$ cat config.mk
export PLATFORM = sky130hd
export DESIGN_NAME = clause_bin_ctrl
export DESIGN_NICKNAME = d
export VERILOG_FILES = /design/src/rtl/clause_array_pkg.sv /design/src/rtl/clause_bin_ctrl.sv
export SDC_FILE = /design/constraint.sdc
export NUM_CORES = 1
export LEC_CHECK = 0
export CAP_MARGIN = 10
export CORE_AREA = 2 2 112 82
export CTS_CLUSTER_DIAMETER = 30
export DETAILED_ROUTE_END_ITERATION = 16
export DIE_AREA = 0 0 114 84
export DONT_BUFFER_PORTS = 1
export PLACE_DENSITY = 0.52
export SETUP_SLACK_MARGIN = 0.15
export SLEW_MARGIN = 5
export SYNTH_ARGS = -nofsm -noshare
export SYNTH_HDL_FRONTEND = slang
export SYNTH_SLANG_ARGS = --single-unit
$ cat constraint.sdc
create_clock -name clk -period 2.72 [get_ports clk]
set_input_delay 0.68 -clock clk [delete_from_list [all_inputs] [get_ports clk]]
set_output_delay 0.68 -clock clk [all_outputs]
set_load 0.03 [all_outputs]
$ cat src/rtl/clause_array_pkg.sv
// Shared types and constants for the clause array and its bin-level load/store sequencer.
// Includes the one-hot slot decoder used for both write and read strobes.
package clause_array_pkg;

  localparam int NUM_CLAUSES  = 8;
  localparam int NUM_VARS     = 8;
  localparam int WIDTH_C_LEN  = 4;
  localparam int WIDTH_CLAUSE = NUM_VARS * 2;
  localparam int WIDTH_CNT    = $clog2(NUM_CLAUSES + 1);

  typedef enum logic [2:0] {
    ST_IDLE,
    ST_LOAD,
    ST_CLEAR,
    ST_RD,
    ST_CAP,
    ST_OUT
  } state_t;

  function automatic logic [NUM_CLAUSES-1:0] onehot(input logic [WIDTH_CNT-1:0] idx);
    logic [NUM_CLAUSES-1:0] v;
    v = '0;
    for (int i = 0; i < NUM_CLAUSES; i++) begin
      if (idx == WIDTH_CNT'(i)) v[i] = 1'b1;
    end
    return v;
  endfunction

endpackage

$ cat src/rtl/clause_bin_ctrl.sv
// Load/store sequencer between the bin memory controller and the clause array.
// state | meaning: IDLE wait | LOAD accept clauses | CLEAR zero unused slots | RD strobe read | CAP capture | OUT hold for consumer
module clause_bin_ctrl
  import clause_array_pkg::*;
(
  input  logic                               clk,
  input  logic                               rst,
  input  logic                               load_start_i,
  input  logic [WIDTH_CNT-1:0]               load_num_i,
  input  logic                               store_start_i,
  input  logic [WIDTH_CLAUSE-1:0]            in_clause_i,
  input  logic [WIDTH_C_LEN-1:0]             in_len_i,
  input  logic                               in_valid_i,
  output logic                               in_ready_o,
  output logic [WIDTH_CLAUSE-1:0]            out_clause_o,
  output logic [WIDTH_C_LEN-1:0]             out_len_o,
  output logic                               out_valid_o,
  input  logic                               out_ready_i,
  output logic [NUM_CLAUSES-1:0]             wr_o,
  output logic [NUM_CLAUSES-1:0]             rd_o,
  output logic [WIDTH_CLAUSE-1:0]            arr_clause_o,
  output logic [WIDTH_C_LEN-1:0]             arr_len_o,
  input  logic [WIDTH_CLAUSE-1:0]            arr_clause_i,
  input  logic [WIDTH_C_LEN*NUM_CLAUSES-1:0] arr_len_i,
  output logic                               busy_o,
  output logic                               done_o,
  output logic [WIDTH_CNT-1:0]               loaded_cnt_o
);

  state_t                  r_state, w_state_nxt;
  logic [WIDTH_CNT-1:0]    r_slot, w_slot_nxt;
  logic [WIDTH_CNT-1:0]    r_loaded_cnt, w_loaded_cnt_nxt;
  logic [NUM_CLAUSES-1:0]  r_wr, w_wr_nxt;
  logic [NUM_CLAUSES-1:0]  r_rd, w_rd_nxt;
  logic [WIDTH_CLAUSE-1:0] r_arr_clause, w_arr_clause_nxt;
  logic [WIDTH_C_LEN-1:0]  r_arr_len, w_arr_len_nxt;
  logic [WIDTH_CLAUSE-1:0] r_out_clause, w_out_clause_nxt;
  logic [WIDTH_C_LEN-1:0]  r_out_len, w_out_len_nxt;
  logic                    r_out_valid, w_out_valid_nxt;
  logic                    r_done, w_done_nxt;

  logic [WIDTH_CNT-1:0]    w_load_n;
  logic [WIDTH_CNT-1:0]    w_last_slot;
  logic [WIDTH_C_LEN-1:0]  w_slot_len;

  assign w_load_n    = (load_num_i > WIDTH_CNT'(NUM_CLAUSES)) ? WIDTH_CNT'(NUM_CLAUSES) : load_num_i;
  assign w_last_slot = r_loaded_cnt - WIDTH_CNT'(1);
  assign w_slot_len  = arr_len_i[int'(r_slot)*WIDTH_C_LEN +: WIDTH_C_LEN];

  always_ff @(posedge clk or negedge rst) begin
    if (!rst) begin
      r_state      <= ST_IDLE;
      r_slot       <= '0;
      r_loaded_cnt <= '0;
      r_wr         <= '0;
      r_rd         <= '0;
      r_arr_clause <= '0;
      r_arr_len    <= '0;
      r_out_clause <= '0;
      r_out_len    <= '0;
      r_out_valid  <= 1'b0;
      r_done       <= 1'b0;
    end else begin
      r_state      <= w_state_nxt;
      r_slot       <= w_slot_nxt;
      r_loaded_cnt <= w_loaded_cnt_nxt;
      r_wr         <= w_wr_nxt;
      r_rd         <= w_rd_nxt;
      r_arr_clause <= w_arr_clause_nxt;
      r_arr_len    <= w_arr_len_nxt;
      r_out_clause <= w_out_clause_nxt;
      r_out_len    <= w_out_len_nxt;
      r_out_valid  <= w_out_valid_nxt;
      r_done       <= w_done_nxt;
    end
  end

  always_comb begin
    w_state_nxt      = r_state;
    w_slot_nxt       = r_slot;
    w_loaded_cnt_nxt = r_loaded_cnt;
    w_wr_nxt         = '0;
    w_rd_nxt         = '0;
    w_arr_clause_nxt = r_arr_clause;
    w_arr_len_nxt    = r_arr_len;
    w_out_clause_nxt = r_out_clause;
    w_out_len_nxt    = r_out_len;
    w_out_valid_nxt  = r_out_valid;
    w_done_nxt       = 1'b0;

    case (r_state)
      ST_IDLE: begin
        if (load_start_i) begin
          w_loaded_cnt_nxt = w_load_n;
          w_slot_nxt       = '0;
          w_state_nxt      = (w_load_n == '0) ? ST_CLEAR : ST_LOAD;
        end else if (store_start_i) begin
          w_slot_nxt = '0;
          if (r_loaded_cnt == '0) begin
            w_done_nxt = 1'b1;
          end else begin
            w_rd_nxt    = onehot(WIDTH_CNT'(0));
            w_state_nxt = ST_RD;
          end
        end
      end
      ST_LOAD: begin
        if (in_valid_i) begin
          w_arr_clause_nxt = in_clause_i;
          w_arr_len_nxt    = in_len_i;
          w_wr_nxt         = onehot(r_slot);
          w_slot_nxt       = r_slot + WIDTH_CNT'(1);
          if (r_slot == w_last_slot) begin
            if (r_loaded_cnt < WIDTH_CNT'(NUM_CLAUSES)) begin
              w_state_nxt = ST_CLEAR;
            end else begin
              w_state_nxt = ST_IDLE;
              w_done_nxt  = 1'b1;
            end
          end
        end
      end
      ST_CLEAR: begin
        w_arr_clause_nxt = '0;
        w_arr_len_nxt    = '0;
        w_wr_nxt         = onehot(r_slot);
        w_slot_nxt       = r_slot + WIDTH_CNT'(1);
        if (r_slot == WIDTH_CNT'(NUM_CLAUSES - 1)) begin
          w_state_nxt = ST_IDLE;
          w_done_nxt  = 1'b1;
        end
      end
      ST_RD: begin
        w_state_nxt = ST_CAP;
      end
      ST_CAP: begin
        // array read data is valid one cycle after the rd strobe
        w_out_clause_nxt = arr_clause_i;
        w_out_len_nxt    = w_slot_len;
        w_out_valid_nxt  = 1'b1;
        w_state_nxt      = ST_OUT;
      end
      ST_OUT: begin
        if (out_ready_i) begin
          w_out_valid_nxt = 1'b0;
          if (r_slot == w_last_slot) begin
            w_state_nxt = ST_IDLE;
            w_done_nxt  = 1'b1;
          end else begin
            w_slot_nxt  = r_slot + WIDTH_CNT'(1);
            w_rd_nxt    = onehot(r_slot + WIDTH_CNT'(1));
            w_state_nxt = ST_RD;
          end
        end
      end
      default: begin
        w_state_nxt = ST_IDLE;
      end
    endcase
  end

  assign in_ready_o   = (r_state == ST_LOAD);
  assign busy_o       = (r_state != ST_IDLE);
  assign done_o       = r_done;
  assign loaded_cnt_o = r_loaded_cnt;
  assign wr_o         = r_wr;
  assign rd_o         = r_rd;
  assign arr_clause_o = r_arr_clause;
  assign arr_len_o    = r_arr_len;
  assign out_clause_o = r_out_clause;
  assign out_len_o    = r_out_len;
  assign out_valid_o  = r_out_valid;

endmodule

==> run metrics, run 1 <==
final hold violations=0; flop-to-flop setup slack=0.55 ns; n_diodes=0; Mapped Area=3300 um2; Hold WC Path Type=input pin to asynchronous set/reset pin; Clock Path Buffers=2; Yosys warning total=0; die width=114 um; Sink Count=69; CP Cell Sequence=inv_1, ha_1, xnor2_1, nor2_1, nand3_1, and3_1, a32o_1; setup_tns=0 ns; htree depth=3; port bufs=0; fmax=461 MHz; Rel. slew slack=61.9%; post-route clock period utilization=79.8%; CTS hold repair buffers=0; clk slew on worst S/H paths=0.06 ns; delay-heaviest family, CP=simple AND/OR/NAND/NOR gates; post-cts resize count=0; critical path's largest stage delay=0.57 ns; DRC Markers=0; post-route cell area=3660 um2; placed cell areas=3380 um2; Routability Congestion=0.816; syn_nets=376; reg2reg path depth=7; vias per cell=5.35; clock buffer count from CTS=9; post-detail-place hpwl=5.37 mm; Synth cell types=51; initial drt markers=126; startpoint types=flop; clk_lat worst skew=0.32 ns; RSZ-0062 raised after global routing=no; Post-synth EDFFs=0; Avg Cell Area, Syn=11.4 um2; crit path time final=2.17 ns; share of the synthesized area in the top cell type=52.3%; Reg-to-Reg End=rd_o[0]$_DFF_PN0_; total setup buffers inserted after CTS=0; PwrDens=1370 nW/um2; top_reg_cell synth=dfrtp_1; post-synthesis sequential area ratio=52.3%; Leak=1.60 nW; Setup violations, final=0; reg-to-reg startpoint=loaded_cnt_o[0]$_DFFE_PN0P_; Buffers & Inverters on Critical Path=1; # rows=29; register bit total from synthesis=69; Filler Cells Inserted=818; Layout Skew=0.00351 ns; antenna violations before repair=0; synth cell count leaders=69 x dfrtp_1, 48 x nand2_1, 23 x o21ai_0; share of cells above drive strength 1=20.1%; Initial Utilization=38.2%; Synth area leader=dfrtp_1; critical path class=flop to flop; vias in the first global route=2130; first-pass GRT wire length=11.5 mm; Ports=142; top-count cell post-synth=dfrtp_1; Maximum Capacitance Violations=0; Layout Nets=374; Max FO, Critical Path=4; routed len/inst=18.2 um; count of pins over their slew limit=0; area of the core=8640 um2; Async SR Flop Fraction=100%; GRT Util Overall=15.7%; largest net degree at the start of global routing=70; via total after detailed routing=2144; Initial DRT Pass Iterations=4; WL final=7.29 mm; Root Driver=clkbuf_16; Post-Syn Instances=291; Slew @ Worst Pin=0.572 ns; top post-synthesis cells by area=dfrtp_1 52%, mux2_2 6.1%, mux4_2 5.5%; Die H=84 um; crit path DAT=2.38 ns; post-route antenna net violation count=0; total congestion overflow=0; status=completed; Max VDD drop=0.633 mV; Critical Path End Type=flop; Worst path slowest cell=dfrtp_1; area grow syn2layout=10.9%; CTS tree=yes; DIE AREA=9580 um2; WP data required=2.93 ns
## layout make-up
class,count,area (um2),area share [%]
tap,108,135,3.69
clock inverter,6,63.8,1.74
sequential,69,1730,47.1
clock buffer,9,225,6.15
multi-input combinational,193,1440,39.2
timing repair buffer,5,37.5,1.02
inverter,11,41.3,1.13
## report_power, final
part           internal [W]  switching, W  leakage (nW)
registers           0.00140       0.00108         0.881
logic              0.000676      0.000717         0.585
clock network      0.000703      0.000429         0.138
total               0.00278       0.00222          1.60
## placed cells by master, fill, tap and decap left out, types with 3 or more instances in the layout
master / n
a21oi_1: 5
a32o_1: 3
and2_1: 13
and3_1: 4
buf_4: 5
clkbuf_16: 9
dfrtp_1: 69
ha_1: 7
inv_1: 11
mux2_2: 18
mux2i_1: 4
mux4_2: 8
nand2_1: 48
nand3_1: 3
nand3b_1: 4
nor2_1: 4
nor3_1: 4
o21ai_0: 23
o21ai_1: 5
o22ai_1: 4
xnor2_1: 5
## registers in the layout, indices dropped and copies added, names as in the netlist
register / cells
loaded_cnt_o: 4
rd_o: 8
out_len_o: 4
wr_o: 8
arr_clause_o: 16
r_state: 3
arr_len_o: 4
out_clause_o: 16
out_valid_o: 1
done_o: 1
r_slot: 4
## per-stage QoR
stage	total power [W]	cells	setup slack, ns	utilization, %	hold slack (ns)
after detailed placement	0.00392	386	0.553	39.1	0.386
final	0.00501	401	0.550	42.4	0.0471
after global routing	0.00535	401	0.366	42.4	0.0199
after global placement	0.00389	386	0.603	39.1	0.386
after floorplan	0.00363	291	0.788	-	0.384
after CTS	0.00507	401	0.538	42.4	0.0322
## cells by family (layout without fill, tap and decap cells)
kind of cell	Yosys count	after routing	synth area share (%)
xor gates and xnor gates	8	8	2.58
AOI/OAI and AO/OA	53	53	10.0
adders and majority gates	7	7	2.65
muxes	30	30	12.8
and+or+nand+nor	95	95	15.3
DFF	69	69	52.3
buffers and inverters	29	31	4.43
## metal layers
metal  GRT usage [%]  share of wire (%)  routed length (um)  vias up
met5               0                  0                   0        -
met4            1.33                  0                   0        0
met3            8.35                 11                 775        0
met2            24.4                 46                3390      109
met1            20.4                 43                3130     1028
li1                -                  -                   -     1007
## worst max-delay path by stage
stage / from / to / slack (ns) / cells past startpoint
final: loaded_cnt_o[0]$_DFFE_PN0P_ / rd_o[0]$_DFF_PN0_ / 0.55 / 7
after global routing: loaded_cnt_o[0]$_DFFE_PN0P_ / rd_o[0]$_DFF_PN0_ / 0.37 / 7
after CTS: loaded_cnt_o[0]$_DFFE_PN0P_ / rd_o[0]$_DFF_PN0_ / 0.54 / 7
after detailed placement: loaded_cnt_o[0]$_DFFE_PN0P_ / rd_o[0]$_DFF_PN0_ / 0.55 / 7
after global placement: loaded_cnt_o[0]$_DFFE_PN0P_ / rd_o[0]$_DFF_PN0_ / 0.60 / 7
after floorplan: loaded_cnt_o[0]$_DFFE_PN0P_ / r_slot[1]$_DFFE_PN0P_ / 0.79 / 6
Power figures use the tool's default switching activity.
==> run 2: changes to the inputs <==
==> constraint.sdc (replaced) <==
create_clock -name clk -period 2 [get_ports clk]
set_input_delay 0.5 -clock clk [delete_from_list [all_inputs] [get_ports clk]]
set_output_delay 0.5 -clock clk [all_outputs]
set_load 0.03 [all_outputs]
==> run metrics, run 2 (same netlist as run 1, synthesis figures left out) <==
first-pass GRT wire length=11.6 mm (was 11.5 mm); Ports=142 (unchanged); reg2reg path depth=6 (was 7); post-route antenna net violation count=0 (unchanged); Critical Path End Type=primary output (was flop); Filler Cells Inserted=823 (was 818); Setup violations, final=0 (unchanged); most frequent cells in the layout=66 x dfrtp_1, 48 x nand2_1, 23 x o21ai_0 (was 69 x dfrtp_1, 48 x nand2_1, 23 x o21ai_0); post-detail-place hpwl=5.54 mm (was 5.37 mm); crit path time final=1.80 ns; die width=114 um (unchanged); Layout Nets=390 (was 374); Clock Path Buffers=2 (unchanged); htree depth=3 (unchanged); initial drt markers=127 (was 126); Rel. slew slack=65.8% (was 61.9%); Root Driver=clkbuf_16 (unchanged); WP data required=1.50 ns (was 2.93 ns); Hold WC Path Type=input pin to asynchronous set/reset pin (unchanged); Leak=1.72 nW (was 1.60 nW); fin cells=418 (was 401); fmax=556 MHz; final hold violations=69 (was 0); flop-to-flop setup slack=0.25 ns (was 0.55 ns); Die H=84 um (unchanged); area grow syn2layout=17.3% (was 10.9%); DRC Markers=0 (unchanged); Layout Skew=0.00686 ns (was 0.00351 ns); Slew @ Worst Pin=0.509 ns (was 0.572 ns); Register Area=1730 um2 (about the same); clk slew on worst S/H paths=0.06 ns (about the same); Max VDD drop=0.816 mV (was 0.633 mV); share of cells above drive strength 1=26.8% (was 20.1%); Reg-to-Reg End=rd_o[0]$_DFF_PN0_ (unchanged); post-route clock period utilization=89.9%; reg-to-reg startpoint=loaded_cnt_o[0]$_DFFE_PN0P_ (unchanged); Initial DRT Pass Iterations=4 (unchanged); DIE AREA=9580 um2 (unchanged); clock buffer count from CTS=9 (unchanged); vias per cell=5.38 (was 5.35); count of pins over their slew limit=0 (unchanged); clk_lat worst skew=0.33 ns (was 0.32 ns); hold slack=-0.136 ns (was 0.0471 ns); WL final=7.45 mm (was 7.29 mm); crit path DAT=1.30 ns (was 2.38 ns); Routability Congestion=0.820 (was 0.816); port bufs=0 (unchanged); area of the core=8640 um2 (unchanged); routed len/inst=17.8 um (was 18.2 um); # rows=29 (unchanged); critical path class=flop to primary output (was flop to flop); startpoint types=flop (unchanged); Worst path slowest cell=dfrtp_2 (was dfrtp_1); Initial Utilization=38.2% (unchanged); via total after detailed routing=2248 (was 2144); Sink Count=69 (unchanged); GRT Util Overall=15.8% (was 15.7%); CP Cell Sequence=and2b_2, nand2b_4, inv_2, buf_6 (was inv_1, ha_1, xnor2_1, nor2_1, nand3_1, and3_1, a32o_1); Max FO, Critical Path=7 (was 4); PwrDens=1890 nW/um2 (was 1370 nW/um2); status=finished with violations (was completed); vias in the first global route=2260 (was 2130); CTS tree=yes (unchanged); dpl cells=398 (was 386); footprint of the multi-input gates=1460 um2 (was 1440 um2); failing checks=negative hold slack; antenna violations before repair=0 (unchanged); total congestion overflow=0 (unchanged); Maximum Capacitance Violations=0 (unchanged); leading cell type in the layout, fill and taps excluded=dfrtp_1 (unchanged); critical path's largest stage delay=0.44 ns (was 0.57 ns); RSZ-0062 raised after global routing=yes (was no); setup_tns=0 ns (unchanged); largest net degree at the start of global routing=70 (unchanged); n_diodes=0 (unchanged)
## run 2: changes by cell type in the layout (fill, tap and decap cells not counted), sizes merged
| cell | before | now |
|---|---|---|
| buf | 5 | 21 |
| bufinv | 1 | 2 |
| clkinv | 2 | 1 |
| clkinvlp | 2 | 1 |
| clkbuf | 9 | 11 |
## run 2: cell type report
| cell class | instances | area share [%] |
|---|---|---|
| multi-input combinational | 193 | 37.6 |
| clock inverter | 5 | 2.10 |
| clock buffer | 11 | 6.52 |
| tap | 108 | 3.49 |
| sequential | 69 | 44.7 |
| timing repair buffer | 21 | 4.59 |
| inverter | 11 | 1.07 |
## run 2: stage by stage
| stage | hold slack (ns) | setup WS (ns) | area [um2] | util [%] | power [W] |
|---|---|---|---|---|---|
| floorplan | 0.204 | 0.177 | 3310 | - | 0.00494 |
| global placement | 0.206 | 0.183 | 3480 | 40.3 | 0.00547 |
| detailed placement | 0.206 | 0.121 | 3480 | 40.3 | 0.00551 |
| CTS | -0.151 | 0.108 | 3850 | 44.6 | 0.00735 |
| global route | -0.162 | 0.146 | 3870 | 44.9 | 0.00778 |
| finish | -0.136 | 0.201 | 3870 | 44.9 | 0.00732 |
## run 2: worst max-delay path by stage
stage,start,endpoint,slack (ns),cells past startpoint
floorplan,loaded_cnt_o[0]$_DFFE_PN0P_,r_slot[1]$_DFFE_PN0P_,0.18,6
global placement,loaded_cnt_o[0]$_DFFE_PN0P_,rd_o[0]$_DFF_PN0_,0.18,7
detailed placement,loaded_cnt_o[0]$_DFFE_PN0P_,r_slot[3]$_DFFE_PN0P_,0.12,5
CTS,r_state[2]$_DFFE_PN0P_,in_ready_o,0.11,4
global route,r_state[1]$_DFFE_PN0P_,in_ready_o,0.15,4
finish,r_state[1]$_DFFE_PN0P_,in_ready_o,0.20,4
## run 2: critical path: cells and delay by family (launching register included)
kind | cells | cell delay (ns)
buffers and inverters | 2 | 0.19
flip-flops | 1 | 0.44
AND/OR/NAND/NOR | 2 | 0.34
## run 2: power breakdown
part	total, W	internal (W)	switching, W
Clock	0.00175	0.00116	0.000589
Combinational	0.00238	0.00112	0.00126
Sequential	0.00319	0.00192	0.00127
## run 2: timing repair
action | in CTS | in global routing
pin swaps | 0 | 1
cloned | 0 | 0
buffers inserted | 3 | 1
endpoints found under the hold margin | 69 | 69
setup endpoints to repair | 10 | 15
gates resized for setup | 3 | 6
## run 2: metal layers
| layer | GRT usage, % | up-vias | wire length [um] | share of wire, % |
|---|---|---|---|---|
| li1 | - | 1039 | - | - |
| met1 | 20.4 | 1079 | 3330 | 45 |
| met2 | 24.8 | 126 | 3390 | 46 |
| met3 | 5.81 | 4 | 693 | 9.3 |
| met4 | 4.99 | 0 | 37 | 0.50 |
| met5 | 0 | - | 0 | 0 |
==> run 3: changes to the inputs <==
--- a/config.mk
+++ b/config.mk
@@ -11,7 +11,7 @@
 export DETAILED_ROUTE_END_ITERATION = 16
 export DIE_AREA = 0 0 114 84
 export DONT_BUFFER_PORTS = 1
-export PLACE_DENSITY = 0.52
+export PLACE_DENSITY = 0.54
 export SETUP_SLACK_MARGIN = 0.15
 export SLEW_MARGIN = 5
 export SYNTH_ARGS = -nofsm -noshare
==> constraint.sdc (replaced) <==
create_clock -name clk -period 1.5 [get_ports clk]
set_input_delay 0.375 -clock clk [delete_from_list [all_inputs] [get_ports clk]]
set_output_delay 0.375 -clock clk [all_outputs]
set_load 0.03 [all_outputs]
==> run metrics, run 3 (same netlist as run 1, synthesis figures left out) <==
Setup Slack @ Placement=-0.184 ns (was 0.121 ns); Root Driver=clkbuf_16 (unchanged); WL final=8.21 mm (was 7.45 mm); critical path class=flop to primary output (unchanged); Worst Setup Slack, final=-0.250 ns (was 0.201 ns); share of cells above drive strength 1=45.0% (was 26.8%); Max VDD drop=1.16 mV (was 0.816 mV); n_diodes=0 (unchanged); routed len/inst=17.5 um (was 17.8 um); clk slew on worst S/H paths=0.05 ns (was 0.06 ns); Filler Cells Inserted=738 (was 823); Layout Skew=0.00712 ns (was 0.00686 ns); Crit. Startpoint=r_state[2]$_DFFE_PN0P_ (was r_state[1]$_DFFE_PN0P_); area of the core=8640 um2 (unchanged); Die H=84 um (unchanged); first-pass GRT wire length=12.9 mm (was 11.6 mm); # rows=29 (unchanged); wl on met1=3.47 mm (was 3.33 mm); Sink Count=69 (unchanged); Clock Path Buffers=2 (unchanged); vias per cell=5.21 (was 5.38); vias in the first global route=2463 (was 2260); Slew @ Worst Pin=0.360 ns (was 0.509 ns); antenna violations before repair=0 (unchanged); crit path time final=1.75 ns; most frequent cells in the layout=63 x dfrtp_1, 46 x nand2_1, 44 x buf_4 (was 66 x dfrtp_1, 48 x nand2_1, 23 x o21ai_0); CTS tree=yes (unchanged); Met3 Routed Length=744 um (was 693 um); Layout Nets=443 (was 390); hold slack=-0.252 ns (was -0.136 ns); placed cell areas=3780 um2 (was 3480 um2); Setup violations, final=61 (was 0); die width=114 um (unchanged); end point of the critical path=busy_o (was in_ready_o); area grow syn2layout=41.3% (was 17.3%); fin cells=470 (was 418); RSZ-0062 raised after global routing=yes (unchanged); Rel. slew slack=75.8% (was 65.8%); Initial DRT Pass Iterations=4 (unchanged); Top Metal Used=met4 (unchanged); via total after detailed routing=2448 (was 2248); Register Area=1730 um2 (about the same); final hold violations=69 (unchanged); clock buffer count from CTS=9 (unchanged); Initial Utilization=38.2% (unchanged); largest net degree at the start of global routing=70 (unchanged); post-route cell area=4670 um2 (was 3870 um2); status=finished with violations (unchanged); flop-to-flop setup slack=-0.19 ns (was 0.25 ns); Leak=2.09 nW (was 1.72 nW); failing checks=negative hold slack, negative setup slack (was negative hold slack); DIE AREA=9580 um2 (unchanged); setup_tns=-4.64 ns (was 0 ns); WP data required=1.12 ns (was 1.50 ns); GRT Util Overall=17.4% (was 15.8%); post-route antenna net violation count=0 (unchanged); PwrDens=2430 nW/um2 (was 1890 nW/um2); htree depth=3 (unchanged); clk_lat worst skew=0.32 ns (was 0.33 ns); footprint of the multi-input gates=1670 um2 (was 1460 um2); Routability Congestion=0.788 (was 0.820); Hold WC Path Type=input pin to asynchronous set/reset pin (unchanged); dpl cells=426 (was 398); initial drt markers=120 (was 127); port bufs=0 (unchanged); total congestion overflow=0 (unchanged); post-detail-place hpwl=5.55 mm (was 5.54 mm); Ports=142 (unchanged); fmax=572 MHz; DRC Markers=0 (unchanged); reg2reg path depth=6 (unchanged); Reg-to-Reg End=r_state[1]$_DFFE_PN0P_ (was rd_o[0]$_DFF_PN0_); crit path DAT=1.37 ns (was 1.30 ns); met2 WL=3.95 mm (was 3.39 mm); Critical Path End Type=primary output (unchanged); count of pins over their slew limit=0 (unchanged); startpoint types=flop (unchanged); reg-to-reg startpoint=r_state[2]$_DFFE_PN0P_ (was loaded_cnt_o[0]$_DFFE_PN0P_); Maximum Capacitance Violations=0 (unchanged); Max FO, Critical Path=3 (was 7); leading cell type in the layout, fill and taps excluded=dfrtp_1 (unchanged); post-route clock period utilization=117%
-- run 3: cell types whose count changed in the layout (fill, tap and decap cells not counted), moves of 4 or more --
cell / previous run / this run
o22ai_1: 4 / 0
buf_12: 1 / 8
and2_4: 0 / 4
o22ai_2: 0 / 4
o21ai_1: 5 / 22
buf_4: 18 / 44
mux2_2: 18 / 11
o21ai_0: 23 / 5
mux2_4: 0 / 7
buf_6: 2 / 17
and2_1: 13 / 9
-- run 3: repair_timing --
action	CTS	global route
setup endpoints to repair	70	73
pin swaps	17	14
gates resized for setup	41	24
cloned	4	1
hold endpoints to repair	69	69
buffers inserted	18	6
-- run 3: metal layers --
layer  vias up  global-route usage (%)
met1      1179                    22.2
met4         0                    4.88
li1       1147                       -
met5         -                       0
met2       116                    27.8
met3         6                    6.68
-- run 3: how the worst min path moves through the flow --
stage | start | to | slack, ns | cells past startpoint
after floorplan | rst | arr_clause_o[0]$_DFFE_PN0P_ | 0.08 | 0
after global placement | rst | arr_clause_o[10]$_DFFE_PN0P_ | 0.08 | 0
after detailed placement | rst | arr_clause_o[10]$_DFFE_PN0P_ | 0.08 | 0
after CTS | rst | arr_clause_o[14]$_DFFE_PN0P_ | -0.27 | 0
after global routing | rst | done_o$_DFF_PN0_ | -0.28 | 0
final | rst | arr_clause_o[11]$_DFFE_PN0P_ | -0.25 | 0
-- run 3: layout make-up --
type                    instances  share of cell area [%]
clock buffers                  10                    4.90
clock inverters                 5                   0.616
multi-input cells             193                    35.8
flip-flops and latches         69                    37.1
repair buffers                 74                    17.6
well taps                     108                    2.89
inverters                      11                    1.05
-- run 3: worst max-delay path, cell delays in order, from the launching register on --
cell and delay (ns):
dfrtp_2 0.41, buf_6 0.12, or3_4 0.37, buf_6 0.15
-- run 3: per-stage QoR --
stage	utilization, %	total power [W]
floorplan	-	0.00704
global placement	43.8	0.00813
detailed placement	43.8	0.00818
CTS	52.1	0.0110
global route	54.1	0.0120
finish	54.1	0.0114
-- run 3: where the power goes --
part	total, W	switching (W)	leakage (nW)	internal [W]
clock network	0.00185	0.000754	0.132	0.00110
logic	0.00523	0.00226	1.09	0.00297
registers	0.00428	0.00171	0.873	0.00257
